### config.mk
export PLATFORM = sky130hd
export DESIGN_NAME = obz_bank_ctl
export DESIGN_NICKNAME = d
export VERILOG_FILES = /design/src/rtl/obz_bank_ctl.sv
export SDC_FILE = /design/constraint.sdc
export NUM_CORES = 1
export LEC_CHECK = 0
export BUFFER_PORTS_ARGS = -buffer_cell sky130_fd_sc_hd__buf_2
export CORE_MARGIN = 3
export CORE_UTILIZATION = 35
export DETAILED_ROUTE_END_ITERATION = 6
export PLACE_DENSITY = 0.72
export SYNTH_ARGS = -nofsm -noshare
export SYNTH_HDL_FRONTEND = slang
export SYNTH_SLANG_ARGS = --single-unit
export TNS_END_PERCENT = 100
### constraint.sdc
create_clock -name CLK -period 1.35 [get_ports CLK]
set_input_delay 0.0675 -clock CLK [delete_from_list [all_inputs] [get_ports CLK]]
set_output_delay 0.0675 -clock CLK [all_outputs]
set_load 0.02 [all_outputs]
### src/rtl/obz_bank_ctl.sv
// Output bank controller: registered data and mask feeding a tristate pad bank,
// gated by a dead-time FSM on turn-on and released at once by TSALL or reset.
module obz_bank_ctl #(
    parameter int    WIDTH       = 8,
    parameter int    DEAD_CYCLES = 2,
    parameter string PULL_MODE   = "UP"
) (
    input  logic             CLK,
    input  logic             RSTN,
    input  logic             TSALL,
    input  logic [WIDTH-1:0] D,
    input  logic             LOAD,
    input  logic             T_REQ,
    input  logic [WIDTH-1:0] TMASK,
    output tri   [WIDTH-1:0] O,
    output logic             DRIVING,
    output logic             BUSY
);

    typedef enum logic [1:0] {
        IDLE_Z  = 2'd0,
        WAIT_ON = 2'd1,
        DRIVE   = 2'd2
    } state_t;

    localparam logic [2:0] DEAD_LOAD = 3'((DEAD_CYCLES > 0) ? (DEAD_CYCLES - 1) : 0);

    state_t           state;
    logic [2:0]       dead_cnt;
    logic [WIDTH-1:0] data_reg;
    logic [WIDTH-1:0] mask_reg;
    logic [WIDTH-1:0] pad_oe;

    always_ff @(posedge CLK or negedge RSTN) begin
        if (!RSTN) begin
            data_reg <= '0;
            mask_reg <= '1;
        end else begin
            if (LOAD) data_reg <= D;
            mask_reg <= TMASK;
        end
    end

    // DRIVING/BUSY are registered together with the state so they always match it.
    always_ff @(posedge CLK or negedge RSTN) begin
        if (!RSTN) begin
            state    <= IDLE_Z;
            dead_cnt <= '0;
            DRIVING  <= 1'b0;
            BUSY     <= 1'b0;
        end else if (TSALL) begin
            state    <= IDLE_Z;
            dead_cnt <= '0;
            DRIVING  <= 1'b0;
            BUSY     <= 1'b0;
        end else begin
            case (state)
                IDLE_Z: begin
                    if (!T_REQ) begin
                        if (DEAD_CYCLES == 0) begin
                            state   <= DRIVE;
                            DRIVING <= 1'b1;
                        end else begin
                            state    <= WAIT_ON;
                            dead_cnt <= DEAD_LOAD;
                            BUSY     <= 1'b1;
                        end
                    end
                end
                WAIT_ON: begin
                    if (T_REQ) begin
                        state    <= IDLE_Z;
                        dead_cnt <= '0;
                        BUSY     <= 1'b0;
                    end else if (dead_cnt == 3'd0) begin
                        state   <= DRIVE;
                        BUSY    <= 1'b0;
                        DRIVING <= 1'b1;
                    end else begin
                        dead_cnt <= dead_cnt - 3'd1;
                    end
                end
                DRIVE: begin
                    if (T_REQ) begin
                        state   <= IDLE_Z;
                        DRIVING <= 1'b0;
                    end
                end
                default: begin
                    state    <= IDLE_Z;
                    dead_cnt <= '0;
                    DRIVING  <= 1'b0;
                    BUSY     <= 1'b0;
                end
            endcase
        end
    end

    // TSALL and RSTN gate the pads combinationally so release never waits for CLK.
    assign pad_oe = {WIDTH{(state == DRIVE) && !TSALL && RSTN}} & ~mask_reg;

    for (genvar i = 0; i < WIDTH; i++) begin : g_pad
        assign O[i] = pad_oe[i] ? data_reg[i] : 1'bz;
        if (PULL_MODE == "UP") begin : g_up
            pullup pu (O[i]);
        end else if (PULL_MODE == "DOWN") begin : g_dn
            pulldown pd (O[i]);
        end
    end

endmodule
==> run_results.csv, run 1 <==
group,metric,value,unit
logic_synthesis,synthFlopType,"dfrtp_1",
logic_synthesis,synthArstFlopShare,1.00,
logic_synthesis,postSynthCellCount,48,
global_routing,met1_usage,0.0836,
logic_synthesis,ys_ff_latch,7,
timing,rsz0062_at_grt,"true",
finish,syn2layout_area_growth,22.0,%
pwr,netSwitchingFraction,0.290,
routing,post-route-drc-count,0,
routing,num_vias,355,
critical_path,crit_arrival,1430,ps
logic_synthesis,avgSynthCellArea,9.62,um2
place,routabilityCongestion,0.752,
global_routing,grt.busiest_layer,"met2",
cts,htreeDepth,1,
logic_synthesis,synth_cell_types,21,
die,dieArea,1790,um2
die,die_x,42.3,um
finish,final_cells,74,
place,io_buffers,5,
finish,final_cell_mix,"conb_1 (8), dfrtp_1 (7), buf_2 (5)",
timing,hold_slack,30.5,ps
pwr,p_comb_frac,0.255,
pwr,p_clk_frac,0.327,
logic_synthesis,ys_seq_area_frac,0.379,
cts,clkTransAtPathRegs,50,ps
cts,numCtsBuffers,3,
timing,clock-skew-final,0.615,ps
timing,fin_crit,1300,ps
global_routing,grt_max_degree,9,
die,ios,31,
cts,cts_tree,"built",
logic_synthesis,synth_area,462,um2
die,rows,12,
hold_path,hold_class,"in2reg",
global_routing,grt_antenna_before_repair,0,
global_routing,use_met3,0.0386,
logic_synthesis,synth-edff-count,0,
pwr,p_sw,0.000163,W
logic_synthesis,yosysWarnings,8,
finish,antennaDiodeCount,0,
timing,report.final.slew_viol_count,0,
critical_path,worst_setup_path_end_kind,"flip-flop",
global_routing,grt_overflow,0,
global_routing,use_met2,0.140,
routing,ant_nets,0,
logic_synthesis,yosysTopAreaCell,"dfrtp_1",
pwr,internal-power,0.000397,W
pwr,seqPwrFrac,0.417,
routing,wl_per_cell,11.6,um
timing,period_share,0.961,
finish,mostFrequentLayoutCell,"conb_1",
die,fp.dieH,42.3,um
global_routing,grt_usage,0.0933,
critical_path,crit_required,1480,ps
routing,first_pass_iters,4,
die,core_area,1170,um2
critical_path,worstSetupStartpointType,"flip-flop",
cts,clk_latency,250,ps
finish,nFillCells,109,
logic_synthesis,synth_top_cell_area_share,0.379,
cts,cts.sink_count,7,
critical_path,worstSetupPathType,"reg2reg",
die,start_util,0.394,
global_routing,grt_pass1_wl,1.21,mm
cts,cts_buffer_depth,2,
pwr,p_per_area,994,nW/um2
global_routing,first_global_vias,309,
finish,drive_gt1_frac,0.350,
timing,setup_viol,0,
pwr,leakage,0.277,nW
timing,finalHoldViolCount,0,
critical_path,crit_fanout,2,
pwr,ir_drop,520,uV
cts,root_buffer,"clkbuf_4",
routing,via_per_inst,4.80,
logic_synthesis,synthTopCellsByArea,"dfrtp_1 (38%), buf_4 (13%), a32o_1 (6.5%)",
finish,nets,84,
timing,max_freq,770,MHz
job,drv_cap,0,
run_status,status,"complete, no violations",
routing,drt-initial-drc-count,4,
place,dpl.hpwl,595,um
place,dp.cells,67,
routing,wirelength,857,um
-- cell families (layout without fill, tap and decap cells) --
group,after synthesis,count (layout),synth area share
AO/OA/AOI/OAI,9,9,0.138
adder cells (fa/ha/maj),2,2,0.0542
buffers and inverters,14,19,0.195
flip-flops,7,7,0.379
multiplexers,3,3,0.0705
other,1,8,0.00812
AND/OR/NAND/NOR,12,12,0.154
-- cell usage after synthesis (2+ instances only) --
| library cell | instances |
|---|---|
| inv_1 | 5 |
| a32o_1 | 3 |
| nor2_1 | 4 |
| mux2_2 | 2 |
| buf_4 | 8 |
| dfrtp_1 | 7 |
| or2_1 | 2 |
| ha_1 | 2 |
| o21ai_0 | 3 |
-- state kept, by name, indices dropped and copies added (netlist names) --
signal / flops
dead_cnt: 3
state: 2
BUSY: 1
DRIVING: 1
-- metal layers --
layer  routed length, um  vias up
met5                   0        -
met3                  37        2
met2                 452       10
met1                 353      171
li1                    -      172
met4                  14        0
-- area by class of cell --
class                   count  area (um2)  area share
multi-input cells          34         260       0.462
flip-flops and latches      7         175       0.311
repair buffers             10        65.1       0.116
clock buffers               4        26.3      0.0467
inverters                   5        18.8      0.0333
well taps                  14        17.5      0.0311
-- final timing paths --
path / from / end / slack, ps / cells after the start
setup / recovery: dead_cnt[0] / dead_cnt[2] / 50 / 5
hold / removal: T_REQ / state[1] / 30 / 2
setup reg to reg: dead_cnt[0] / dead_cnt[2] / 50 / 5
hold reg to reg: BUSY / BUSY / 520 / 1
max in group asynchronous: RSTN / state[1] / 1040 / 2
min in group asynchronous: RSTN / BUSY / 170 / 2
-- power by group through the flow --
stage | Clock [W] | Combinational, W | Sequential (W)
floorplan | 0 | 0.0000961 | 0.000240
global placement | 0 | 0.000108 | 0.000235
detailed placement | 0 | 0.000111 | 0.000236
CTS | 0.000189 | 0.000121 | 0.000233
global route | 0.000210 | 0.000156 | 0.000236
finish | 0.000183 | 0.000143 | 0.000234
-- worst max-delay path: stages (launching register included) --
cell	delay [ps]
dfrtp_1	370
inv_2	50
buf_4	130
ha_4	150
mux2_4	290
a32o_1	200
-- stage by stage --
step                utilization  TNS, ps  area (um2)  worst slack, ps  power (W)
floorplan                     -        0         488             86.9   0.000336
global placement          0.405    -71.9         474            -40.5   0.000344
detailed placement        0.405     -153         474            -59.7   0.000347
CTS                       0.444        0         520             4.44   0.000543
global route              0.481    -43.6         563            -18.0   0.000603
finish                    0.481        0         563             52.1   0.000560
-- what timing repair did --
action                     in CTS  in global routing
setup endpoints to repair       4                  4
cloned                          0                  0
setup buffers                   1                  1
gates resized for setup         2                  8
hold buffers                    1                  0
pin swaps                       0                  1
hold endpoints to repair        7                  0
Note: power is estimated with default switching activity, not from simulation.
==> run 2, diff against run 1 <==
Settings changed: CORE_AREA set to 3 3 40 42, CORE_MARGIN 3 to unset, CORE_UTILIZATION 35 to unset, CTS_BUF_LIST set to sky130_fd_sc_hd__clkbuf_2 sky130_fd_sc_hd__clkbuf_4 sky130_fd_sc_hd__clkbuf_8, DIE_AREA set to 0 0 43 45, PLACE_DENSITY 0.72 to 0.75, SETUP_SLACK_MARGIN set to 0.4.
==> run 2 against run 1 <==
  * Global-route usage rose by 0.16 points
  * Hold slack better by 85 ps
  * Register-to-register slack improved by 20 ps
  * Via count decreased by 5.9%
  * Clock-buffer cell count did not move
  * Final cell count unchanged
  * Highest routed layer is now met3
==> run_results.csv, run 2 (synthesis results as in run 1) <==
group,metric,value,unit
timing,report.final.slew_viol_count,0,
global_routing,grt_antenna_before_repair,0,
global_routing,grt_pass1_wl,1.38,mm
global_routing,grt_overflow,0,
die,dieArea,1940,um2
timing,clock-skew-final,1.84,ps
finish,mostFrequentLayoutCell,"conb_1",
timing,fin_crit,1270,ps
timing,hold_slack,116,ps
global_routing,first_global_vias,331,
die,fp.dieH,45,um
finish,fin_area,576,um2
cts,cts_tree,"built",
critical_path,crit_arrival,1400,ps
critical_path,crit_required,1470,ps
finish,multi_input_area,273,um2
routing,first_pass_iters,4,
die,ios,31,
run_status,status,"complete, no violations",
finish,final-seq-area,175,um2
place,io_buffers,5,
routing,num_vias,334,
pwr,ir_drop,433,uV
critical_path,max_stage_delay,390,ps
finish,syn2layout_area_growth,24.7,%
cts,clk_latency,240,ps
finish,antennaDiodeCount,0,
finish,nets,83,
die,die_x,43,um
timing,finalHoldViolCount,0,
hold_path,hold_class,"in2reg",
finish,drive_gt1_frac,0.356,
cts,root_buffer,"clkbuf_4",
die,start_util,0.359,
cts,clkTransAtPathRegs,50,ps
global_routing,grt_usage,0.0949,
place,dpl_cell_area,477,um2
pwr,p_per_area,1000,nW/um2
cts,numCtsBuffers,3,
finish,fin_util,0.448,
finish,top_register,"dead_cnt",
cts,cts_buffer_depth,2,
critical_path,cp_slowest_cell,"dfrtp_1",
finish,largest_register_ffs,3,
routing,post-route-drc-count,0,
routing,wirelength,802,um
place,routabilityCongestion,0.714,
timing,period_share,0.944,
die,core_area,1280,um2
timing,tns,0,ps
critical_path,critPathTopFamily,"flip-flops",
routing,wl_per_cell,10.8,um
critical_path,crit_buf_inv,1,
timing,rsz0062_at_grt,"true",
cts,htreeDepth,1,
critical_path,worstSetupPathType,"reg2reg",
timing,setup_viol,0,
pwr,leakage,0.285,nW
place,dpl_worst_slack,37.9,ps
critical_path,path_cells,"inv_2 -> ha_1 -> mux2_4 -> a32o_1",
critical_path,crit_fanout,2,
cts,cts.sink_count,7,
global_routing,grt_max_degree,9,
critical_path,worstSetupStartpointType,"flip-flop",
routing,drt-initial-drc-count,6,
routing,ant_nets,0,
timing,max_freq,785,MHz
finish,largestRegisters,"dead_cnt (3), state (2)",
finish,final_cell_mix,"conb_1 (8), dfrtp_1 (7), buf_2 (5)",
finish,nFillCells,123,
critical_path,worst_setup_path_end_kind,"flip-flop",
job,drv_cap,0,
routing,via_per_inst,4.51,
timing,setup_slack,76.0,ps
place,dpl.hpwl,550,um
die,rows,13,
run 2: worst paths after layout:
check | startpoint | end | slack (ps) | cells past startpoint
max | dead_cnt[0] | dead_cnt[2] | 80 | 4
min | TSALL | DRIVING | 120 | 2
max reg2reg | dead_cnt[0] | dead_cnt[2] | 80 | 4
min reg2reg | BUSY | BUSY | 520 | 1
max in group asynchronous | RSTN | dead_cnt[2] | 1020 | 2
min in group asynchronous | RSTN | dead_cnt[0] | 180 | 2
run 2: area by class of cell:
class	count	share of cell area
Inverter	5	0.0326
Sequential cell	7	0.304
Tap cell	15	0.0326
Clock buffer	4	0.0522
Timing Repair Buffer	9	0.104
Multi-Input combinational cell	34	0.474
run 2: worst register-to-register path: stages, from the launching register on:
cell	delay [ps]
dfrtp_1	390
inv_2	90
ha_1	170
mux2_4	300
a32o_1	210
run 2: per-layer routing:
layer / routed length [um] / part of all wire / GRT usage / vias up
li1: - / - / - / 168
met4: 0 / 0 / 0.0723 / 0
met2: 431 / 0.54 / 0.165 / 6
met3: 30 / 0.037 / 0.0120 / 0
met5: 0 / 0 / 0 / -
met1: 340 / 0.42 / 0.106 / 160
run 2: repair_timing:
action                                  CTS  global route
buffers inserted                          1             1
resized for setup                         7             1
pin swaps                                 1             4
cloned                                    0             0
endpoints found under the setup margin    7             7
hold buffers                              2             0
endpoints found under the hold margin     8             0
run 2: where the power goes:
part | switching, W | leakage [nW] | internal, W
clock | 0.0000632 | 0.0184 | 0.000132
sequential | 0.0000112 | 0.0938 | 0.000222
combinational | 0.0000813 | 0.172 | 0.0000658
run 2: stage by stage:
stage	std cells	total power, W
finish	74	0.000576
global route	74	0.000607
CTS	73	0.000576
detailed placement	66	0.000349
global placement	66	0.000348
floorplan	55	0.000343
==> run 3, diff against run 2 <==
Settings changed: ABC_AREA set to 1, CORE_AREA 3 3 40 42 to unset, CORE_UTILIZATION set to 38, DIE_AREA 0 0 43 45 to unset, PLACE_DENSITY 0.75 to 0.79.
==> run 3 against run 2 <==
  * Total power shrank 0.97%
  * Fmax grew 3.4%
  * First-iteration DRC count grew 33%
  * Cell area grew 2.0%
  * Global-route usage grew 6.8 points
  * Synthesized cell count grew 44%
  * Sequential power is essentially flat
  * Setup slack gained 42 ps
  * Critical path type unchanged
  * Critical endpoint is now dead_cnt[0]
  * Largest power group unchanged
==> run_results.csv, run 3 <==
group,metric,value,unit
timing,setup_viol,0,
place,routabilityCongestion,0.808,
finish,largestRegisters,"dead_cnt (3), state (2)",
timing,tns,0,ps
finish,antennaDiodeCount,0,
cts,cts_tree,"built",
cts,clkTransAtPathRegs,50,ps
pwr,p_per_area,972,nW/um2
logic_synthesis,yosysWarnings,8,
die,core_area,1160,um2
finish,final_cell_mix,"nand2_1 (20), conb_1 (8), dfrtp_1 (7)",
finish,fin_util,0.508,
finish,top_register,"dead_cnt",
pwr,ir_drop,595,uV
global_routing,first_global_vias,367,
die,start_util,0.432,
cts,root_buffer,"clkbuf_4",
timing,report.final.slew_viol_count,0,
routing,drt-initial-drc-count,8,
pwr,power,0.000570,W
critical_path,worstSetupStartpointType,"flip-flop",
timing,period_share,0.912,
finish,mostFrequentLayoutCell,"nand2_1",
die,rows,12,
place,dpl_worst_slack,126,ps
run_status,status,"complete, no violations",
die,die_x,38.2,um
die,ios,31,
logic_synthesis,synth.most_common_cell,"nand2_1",
finish,final-seq-area,175,um2
hold_path,hold_class,"in2reg",
critical_path,worst_setup_path_end_kind,"flip-flop",
critical_path,crit_required,1480,ps
global_routing,grt_usage,0.163,
global_routing,grt_antenna_before_repair,0,
finish,drive_gt1_frac,0.367,
timing,clock-skew-final,2.65,ps
cts,htreeDepth,1,
logic_synthesis,ys_ff_latch,7,
critical_path,worstSetupPathType,"reg2reg",
timing,setup_slack,118,ps
place,io_buffers,5,
global_routing,grt_overflow,0,
routing,ant_nets,0,
finish,nFillCells,124,
critical_path,path_cells,"inv_2 -> ha_4 -> inv_2 -> nor2_4 -> nand2_2 -> nor2_2 -> nor2_2 -> nand2_1 -> nand2_1",
critical_path,cp_slowest_cell,"dfrtp_1",
logic_synthesis,synthArstFlopShare,1.00,
logic_synthesis,synth_commonest_cells,"nand2_1 (22), buf_4 (8), inv_1 (8)",
logic_synthesis,synthFlopType,"dfrtp_1",
finish,nets,103,
logic_synthesis,avgSynthCellArea,7.24,um2
place,dpl.hpwl,659,um
job,drv_cap,0,
cts,clk_latency,250,ps
global_routing,grt_max_degree,10,
routing,via_per_inst,4.26,
logic_synthesis,synth_area,499,um2
logic_synthesis,synth_top_cell_area_share,0.351,
timing,fin_crit,1230,ps
logic_synthesis,synth_cell_types,18,
global_routing,grt_pass1_wl,1.49,mm
logic_synthesis,synthTopCellsByArea,"dfrtp_1 (35%), nand2_1 (17%), buf_4 (12%)",
routing,post-route-drc-count,0,
timing,finalHoldViolCount,0,
cts,cts_buffer_depth,2,
cts,numCtsBuffers,3,
routing,first_pass_iters,2,
die,dieArea,1460,um2
finish,largest_register_ffs,3,
logic_synthesis,ys_seq_area_frac,0.351,
finish,multi_input_area,279,um2
pwr,leakage,0.333,nW
logic_synthesis,synth-edff-count,0,
cts,cts.sink_count,7,
routing,wl_per_cell,9.25,um
routing,wirelength,860,um
critical_path,crit_fanout,3,
timing,rsz0062_at_grt,"true",
logic_synthesis,postSynthCellCount,69,
logic_synthesis,yosysTopAreaCell,"dfrtp_1",
critical_path,crit_arrival,1360,ps
routing,num_vias,396,
timing,max_freq,812,MHz
critical_path,max_stage_delay,380,ps
finish,syn2layout_area_growth,17.5,%
die,fp.dieH,38.2,um
==> run 3: cell count changes after synthesis, sizes merged, moves of 2 or more <==
cell / delta
inv: +6
o21ai: -2
nand2: +24
nand3: +6
a32o: -3
mux2: -2
or2: -2
==> run 3: cells by family (layout without fill, tap and decap cells) <==
group                    after synthesis  in the layout  synth area share
other                                  1              8           0.00751
buffers and inverters                 19             22             0.203
AND/OR/NAND/NOR                       37             37             0.351
adder cells (fa/ha/maj)                2              2            0.0501
AO/OA/AOI/OAI                          3              3            0.0376
flip-flops                             7              7             0.351
==> run 3: metal layers <==
| layer | vias to the layer above | global-route usage | wire length, um |
|---|---|---|---|
| met2 | 9 | 0.229 | 401 |
| li1 | 212 | - | - |
| met4 | 0 | 0.188 | 17 |
| met5 | - | 0 | 0 |
| met3 | 2 | 0.0465 | 45 |
| met1 | 173 | 0.182 | 396 |
==> run 3: per-stage QoR <==
stage | instances | area (um2) | hold slack [ps]
after CTS | 92 | 573 | 162
after floorplan | 76 | 543 | -228
final | 93 | 587 | 163
after detailed placement | 87 | 526 | -102
after global routing | 93 | 587 | 173
after global placement | 87 | 526 | -102
==> run 3: what timing repair did <==
action,4_1_cts,5_1_grt
gates resized for setup,3,2
setup endpoints to repair,7,7
endpoints found under the hold margin,7,0
hold buffers,1,0
pin swaps,1,2
setup buffers,0,1
==> run 3: critical path, delay by kind of cell, from the launching register on <==
family / cells / cell delay, ps
and+or+nand+nor: 6 / 470
buffers and inverters: 2 / 120
DFF: 1 / 380
adders and majority gates: 1 / 130
==> run 3: final cells by class <==
class                      instances  area share
clock buffer                       3      0.0384
clock inverter                     1     0.00853
multi-input combinational         50       0.475
tap                               14      0.0299
timing repair buffer               7      0.0789
sequential                         7       0.299
inverter                          11      0.0704
==> run 3: where the power goes <==
part           internal [W]  total (W)  switching [W]
Clock              0.000108   0.000181      0.0000731
Sequential         0.000224   0.000236      0.0000117
Combinational     0.0000498   0.000154       0.000104
Total              0.000382   0.000570       0.000189
==> run 3: path summary, 6_finish.rpt <==
path | to | depth (start not counted) | startpoint | slack (ps)
worst min register to register | DRIVING | 2 | DRIVING | 470
worst max register to register | dead_cnt[0] | 9 | dead_cnt[0] | 120
min in group asynchronous | BUSY | 2 | RSTN | 190
worst min-delay path | dead_cnt[2] | 4 | TSALL | 160
worst max-delay path | dead_cnt[0] | 9 | dead_cnt[0] | 120
max in group asynchronous | state[1] | 2 | RSTN | 1010
